File: src/rtl/serial_tx.sv
// Parallel-to-serial frame transmitter: one start bit (0), WIDTH data bits LSB first,
// one stop bit (1), each held for CLKS_PER_BIT clock cycles.
module serial_tx #(
  parameter int unsigned WIDTH        = 8,
  parameter int unsigned CLKS_PER_BIT = 4
) (
  input  logic             Clk,
  input  logic             Reset,
  input  logic [WIDTH-1:0] in_data,
  input  logic             in_valid,
  output logic             in_ready,
  output logic             tx_out,
  output logic             busy,
  output logic             tx_done
);

  // Widths sized so the counters hold their terminal values at the parameter maximums.
  localparam int unsigned CntW = $clog2(CLKS_PER_BIT + 1);
  localparam int unsigned BitW = $clog2(WIDTH + 1);

  localparam logic [CntW-1:0] CntLast = CntW'(CLKS_PER_BIT - 1);
  localparam logic [BitW-1:0] BitLast = BitW'(WIDTH - 1);

  typedef enum logic [1:0] {
    StIdle,
    StStart,
    StData,
    StStop
  } state_e;

  state_e            state_q, state_d;
  logic [CntW-1:0]   cnt_q, cnt_d;
  logic [BitW-1:0]   bit_q, bit_d;
  logic [WIDTH-1:0]  shift_q, shift_d;
  logic              tx_q, tx_d;
  logic              done_q, done_d;

  logic              accept;
  logic              cnt_last;

  assign in_ready = (state_q == StIdle);
  assign busy     = (state_q != StIdle);
  assign tx_out   = tx_q;
  assign tx_done  = done_q;

  assign accept   = in_valid && in_ready;
  assign cnt_last = (cnt_q == CntLast);

  always_comb begin
    state_d = state_q;
    cnt_d   = cnt_q;
    bit_d   = bit_q;
    shift_d = shift_q;
    tx_d    = tx_q;
    done_d  = 1'b0;

    unique case (state_q)
      StIdle: begin
        tx_d = 1'b1;
        if (accept) begin
          state_d = StStart;
          shift_d = in_data;
          cnt_d   = '0;
          bit_d   = '0;
          tx_d    = 1'b0;
        end
      end

      StStart: begin
        if (cnt_last) begin
          // Present bit 0 on the line and pre-shift so shift_q[0] is always the next bit.
          state_d = StData;
          cnt_d   = '0;
          bit_d   = '0;
          tx_d    = shift_q[0];
          shift_d = shift_q >> 1;
        end else begin
          cnt_d = cnt_q + CntW'(1);
        end
      end

      StData: begin
        if (cnt_last) begin
          cnt_d = '0;
          if (bit_q == BitLast) begin
            state_d = StStop;
            tx_d    = 1'b1;
          end else begin
            bit_d   = bit_q + BitW'(1);
            tx_d    = shift_q[0];
            shift_d = shift_q >> 1;
          end
        end else begin
          cnt_d = cnt_q + CntW'(1);
        end
      end

      StStop: begin
        if (cnt_last) begin
          state_d = StIdle;
          cnt_d   = '0;
          bit_d   = '0;
          tx_d    = 1'b1;
          done_d  = 1'b1;
        end else begin
          cnt_d = cnt_q + CntW'(1);
        end
      end

      default: begin
        state_d = StIdle;
        tx_d    = 1'b1;
      end
    endcase
  end

  always_ff @(posedge Clk) begin
    if (Reset) begin
      state_q <= StIdle;
      cnt_q   <= '0;
      bit_q   <= '0;
      shift_q <= '0;
      tx_q    <= 1'b1;
      done_q  <= 1'b0;
    end else begin
      state_q <= state_d;
      cnt_q   <= cnt_d;
      bit_q   <= bit_d;
      shift_q <= shift_d;
      tx_q    <= tx_d;
      done_q  <= done_d;
    end
  end

endmodule
File: config.mk
export PLATFORM = sky130hd
export DESIGN_NAME = serial_tx
export DESIGN_NICKNAME = d
export VERILOG_FILES = /design/src/rtl/serial_tx.sv
export SDC_FILE = /design/constraint.sdc
export NUM_CORES = 1
export LEC_CHECK = 0
export ABC_AREA = 1
export CORE_UTILIZATION = 50
export CTS_BUF_LIST = sky130_fd_sc_hd__clkbuf_4 sky130_fd_sc_hd__clkbuf_8
export DETAILED_ROUTE_END_ITERATION = 6
export MAX_ROUTING_LAYER = met4
export PLACE_DENSITY = 0.76
export SLEW_MARGIN = 20
export SYNTH_ARGS = -nofsm -noshare
export SYNTH_HDL_FRONTEND = slang
export SYNTH_SLANG_ARGS = --single-unit
export TNS_END_PERCENT = 1
File: constraint.sdc
create_clock -name Clk -period 1.8 [get_ports Clk]
set_input_delay 0.27 -clock Clk [delete_from_list [all_inputs] [get_ports Clk]]
set_output_delay 0.27 -clock Clk [all_outputs]
set_load 0.005 [all_outputs]
After elaboration in Yosys (flattened, before gate mapping)
Cells that the tools add are included.
- register bits: 19
- input bits: 11
- output and inout port bits: 4
- word-level logic and storage cells: 58
- add/subtract/negate cells: 2
- equality and inequality tests: 12
- mux-type cells: 26
- bitwise operators: 1
- reductions and logical operators: 11
- operator list (operator ; count):
    2-to-1 mux 8 bit ; 4
    one-hot mux 8 bit (3 select lines) ; 1
    2-to-1 mux 4 bit ; 4
    one-hot mux 4 bit (3 select lines) ; 1
    2-to-1 mux 2 bit ; 5
    != test 2 bit, second input constant ; 5
    AND reduction 5 bit ; 2
    one-hot mux 2 bit (4 select lines) ; 1
    2-to-1 mux 1 bit ; 6
    2-to-1 mux 3 bit ; 2
    one-hot mux 3 bit (2 select lines) ; 1
    adder 4 x 1 -> 4 bit, second input constant ; 1
    equality test 2 bit, second input constant ; 2
    equality test 4 x 3 -> 1 bit, second input constant ; 1
    != test 2 x 1 -> 1 bit, second input constant ; 2
    one-hot mux 1 bit (4 select lines) ; 1
    AND reduction 4 bit ; 1
    OR reduction 2 bit ; 2
    adder 3 x 1 -> 3 bit, second input constant ; 1
    equality test 3 x 2 -> 1 bit, second input constant ; 1
    AND reduction 3 bit ; 1
    nonzero test 3 bit ; 1
    OR reduction 3 bit ; 1
    equality test 2 x 1 -> 1 bit, second input constant ; 1
    4 further kinds ; 4

Logic depth before layout (Yosys ltp)
- depth after elaboration: 4
- gate-level depth with buffers: 11
- gate-level depth less buffers: 10

Worst setup path after synthesis
OpenSTA, ideal clock, no wires.
- kind: flip-flop to flip-flop
- start point: register state_q[0]
- end point: register shift_q[6]
- library setup time: 0.113 ns
- data arrival time: 1.393 ns
- required time: 1.687 ns
- slack: 0.295 ns
- cell stages (with the launch flop): 12
- buffers on the path: 1
- clock period less this slack: 1.505 ns
- path through: dfxtp_1 -> inv_1 -> ha_1 -> inv_1 -> nor2_2 -> inv_2 -> nand2_2 -> nor2_4 -> buf_6 -> nand2_1 -> nand2_1 -> nor2_1
- cells in the longest elaborated chain, start to end: 4
- elaborated cells between the ends (all ways): 11
- those cells by class: 6 x eq/ne; 1 x mux; 4 x reduce/logical
- RTL lines (what ; line ; RTL):
    from (decl) ; 31 ; state_e state_q, state_d;
    from (signal assigned) ; 119 ; state_q <= StIdle;
    from (signal assigned) ; 126 ; state_q <= state_d;
    logical NOT 2 bit * ; 41 ; assign in_ready = (state_q == StIdle);
    net in_ready ; 11 ; output logic in_ready,
    logical AND 1 bit ; 46 ; assign accept = in_valid && in_ready;
    != test 2 x 1 -> 1 bit (no line) ; - ;
    AND reduction 5 bit (no line) ; - ;
    to (signal assigned) ; 129 ; shift_q <= shift_d;
    to (decl) ; 34 ; logic [WIDTH-1:0] shift_q, shift_d;
The timed path passes the listed nets; every way through them passes the cells marked *.
A chain may end at the register's enable or synchronous reset.

Final worst setup path
- start point: register state_q[0]
- end point: output port in_ready
- cells in the longest elaborated chain, start to end: 1
- RTL lines (what ; line):
    logical NOT 2 bit ; 41
    to (decl) ; 11
No other way between the ends.

==> results.yml <==
outcome:
  status: "finished clean"
clocking:
  clock-sinks: 19
  clk_latency_ps: 310
  postCtsHoldBufs: 0
  cts_buffer_depth: 2
  cts_buffers: 3
  root_buffer: "clkbuf_4"
  clkTransAtPathRegs_ps: 120
  ctsHtreeMaxLevel: 1
  cts_tree: "built"
synthesis:
  yosys_register_bits: 19
  synth-seq-area-share: 0.3636
  synth_largest_area_cell: "dfxtp_1"
  synth_area_sq_um: 1046
  synth_cell_types: 20
  yosys_warnings: 0
  syn-num-nets: 169
  synth.top_cell.area_share: 0.3636
  synth.avg_cell_area_sq_um: 6.927
  postSynthCellCount: 151
  synth.area.top_cells: "dfxtp_1 36%, nand2_1 17%, nor2_1 11%, ha_1 8.4%, mux2i_1 6.7%"
floorplan:
  rows: 16
  die_h_microns: 47.74
  start_util: 0.5332
  dieArea_sq_um: 2279
  ioPinCount: 15
  core-area_sq_um: 1962
  die_x_microns: 47.74
route:
  drt_iter0_markers: 17
  drc: 0
  wl_per_cell_microns: 10.28
  routed_wl_microns: 2025
  vias: 989
  drtAntennaViolNets: 0
  dr.pass1.iters: 4
  avgViaCountPerCell: 5.020
setup_path:
  cp.depth: 3
  path_cells: "inv_2 -> ha_2 -> clkdlybuf4s50_1"
  path_buf_inv: 2
  timing.rr.start: "state_q[1]"
  critPathLaunch: "state_q[0]"
  r2r_end: "shift_q[0]"
  cp.required_ps: 1530
  cp_slowest_cell: "clkdlybuf4s50_1"
  rr_worst_depth: 10
  cpLargestDelayFamily: "buffers and inverters"
  worstPathArrival_ps: 1430
  crit_path_max_fanout: 4
  cpPeakStageDelay_ps: 500
  regToRegSetupSlack_ps: 210
  crit_type: "register to primary output"
  crit_end: "in_ready"
  start_kind: "register"
  cp-end-kind: "primary output"
place:
  portBuffers: 14
  dp_slack_ps: 128.4
  gp_congestion: 0.9240
  placed_cell_area_sq_um: 1215
  dp_hpwl_microns: 1541
power_and_ir_drop:
  seqPwrFrac: 0.295
  power_density_nw_per_um2: 1786
  pwr-share-comb: 0.602
  switchingPower_mw: 1.035
  peakVddDrop_mv: 0.8714
  leakage_nw: 0.6219
  p_int_mw: 1.229
  pwr-share-clk: 0.102
  switching_share: 0.4571
timing:
  fin_crit_ps: 1702
  fin_ws_ps: 98.32
  skew_ps: 4.665
  fin_crit_sh: 0.9454
  max_freq_ghz: 0.5877
  relSlewSlack: 0.7747
  fin_tns_setup_ps: 0
  hold_viol_final: 0
  finalMaxSlewViolations: 0
  rsz0062_at_grt: "false"
  worst_pin_slew_ps: 337.1
  setup_viol: 0
global_routing:
  grt_max_degree: 17
  gr-total-overflow: 0
  grt_pass1_wl_microns: 3160
  first_global_vias: 803
  grt_antenna_before_repair: 0
  grt_usage: 0.2083
cells_and_area:
  drive_above_1_share: 0.1235
  diodes: 0
  syn_to_final_growth_pct: 21.17
  postLayoutCellArea_sq_um: 1267
  final_common_cell: "nand2_1"
  mostFrequentLayoutCells: "46 x nand2_1, 30 x nor2_1, 17 x dfxtp_1"
  layout.nets: 189
run:
  max-cap-violations: 0
min_path:
  min_path_type: "register to register"
## layout make-up
class	instances	area, sq um
tap	27	33.78
timing repair buffer	18	172.7
clock buffer	3	22.52
sequential	19	382.9
clock inverter	1	5.005
fill	197	694.4
inverter	14	52.55
multi-input combinational	115	598.1
## repair_timing
item / CTS / global route
setup buffers: 2 / 0
resized for setup: 3 / 4
pin swaps: 0 / 1
cloned: 0 / 0
setup endpoints to repair: 1 / 10
## worst register-to-register path, cell delays in order (launching register included)
cell and delay [ps]:
dfxtp_2 340, buf_4 130, ha_2 200, inv_2 80, nand2_1 80, nand2_1 100, nand2_2 80, nor2_4 280
nand2_1 100, nand2_1 70, nor2_1 40
## metrics by stage
stage               power (mW)  hold slack, ps  std cells  utilization
detailed placement       1.994           458.1        191       0.6193
global route             2.495           501.4        197       0.6460
global placement         1.957           441.6        191       0.6193
floorplan                1.727           339.1        151            -
CTS                      2.273           474.3        197       0.6435
finish                   2.264           469.0        197       0.6460
## power groups by stage
stage               clock network (mW)  logic (mW)  registers (mW)
detailed placement                   0        1.31           0.679
finish                           0.231        1.36           0.669
floorplan                            0        1.07           0.655
global placement                     0        1.29           0.670
global route                     0.248        1.56           0.683
CTS                              0.234        1.37           0.664
## worst min-delay path by stage
stage	slack (ps)	depth (start not counted)	start	to
2_1_floorplan	340	1	Reset	bit_q[2]
3_3_place_gp	440	2	cnt_q[2]	cnt_q[2]
3_5_place_dp	460	2	cnt_q[2]	cnt_q[2]
4_1_cts	470	2	cnt_q[2]	cnt_q[2]
5_1_grt	500	2	cnt_q[2]	cnt_q[2]
6_report	470	2	cnt_q[2]	cnt_q[2]
## metal layers
| metal | track usage | wire length, microns |
|---|---|---|
| met4 | 0.1333 | 56 |
| met3 | 0.04528 | 78 |
| met5 | - | 0 |
| met2 | 0.3351 | 1010 |
| met1 | 0.2306 | 879 |
## registers in the layout, summed over array words and instances, names as in the netlist
register and flops:
tx_out 1, shift_q 8, tx_done 1, bit_q 4, state_q 2, cnt_q 3
## cells by family after synthesis
kind of cell | after synthesis | share of synthesized area
buffers and inverters | 17 | 0.06937
flip-flops | 19 | 0.3636
AND/OR/NAND/NOR | 92 | 0.3696
AO/OA/AOI/OAI | 8 | 0.03827
multiplexers | 7 | 0.06699
XOR/XNOR | 1 | 0.008375
adder cells (fa/ha/maj) | 7 | 0.08373
## synth_stat cells
| cell | number |
|---|---|
| a21oi_1 | 5 |
| buf_2 | 1 |
| buf_6 | 1 |
| clkbuf_1 | 1 |
| dfxtp_1 | 19 |
| ha_1 | 7 |
| inv_1 | 12 |
| inv_2 | 2 |
| mux2i_1 | 7 |
| nand2_1 | 46 |
| nand2_2 | 2 |
| nand3_1 | 7 |
| nand4_1 | 3 |
| nand4_2 | 1 |
| nor2_1 | 30 |
| nor2_2 | 1 |
| nor2_4 | 1 |
| nor3_1 | 1 |
| o21ai_0 | 3 |
| xnor2_1 | 1 |
Note: power is estimated with default switching activity, not from simulation.
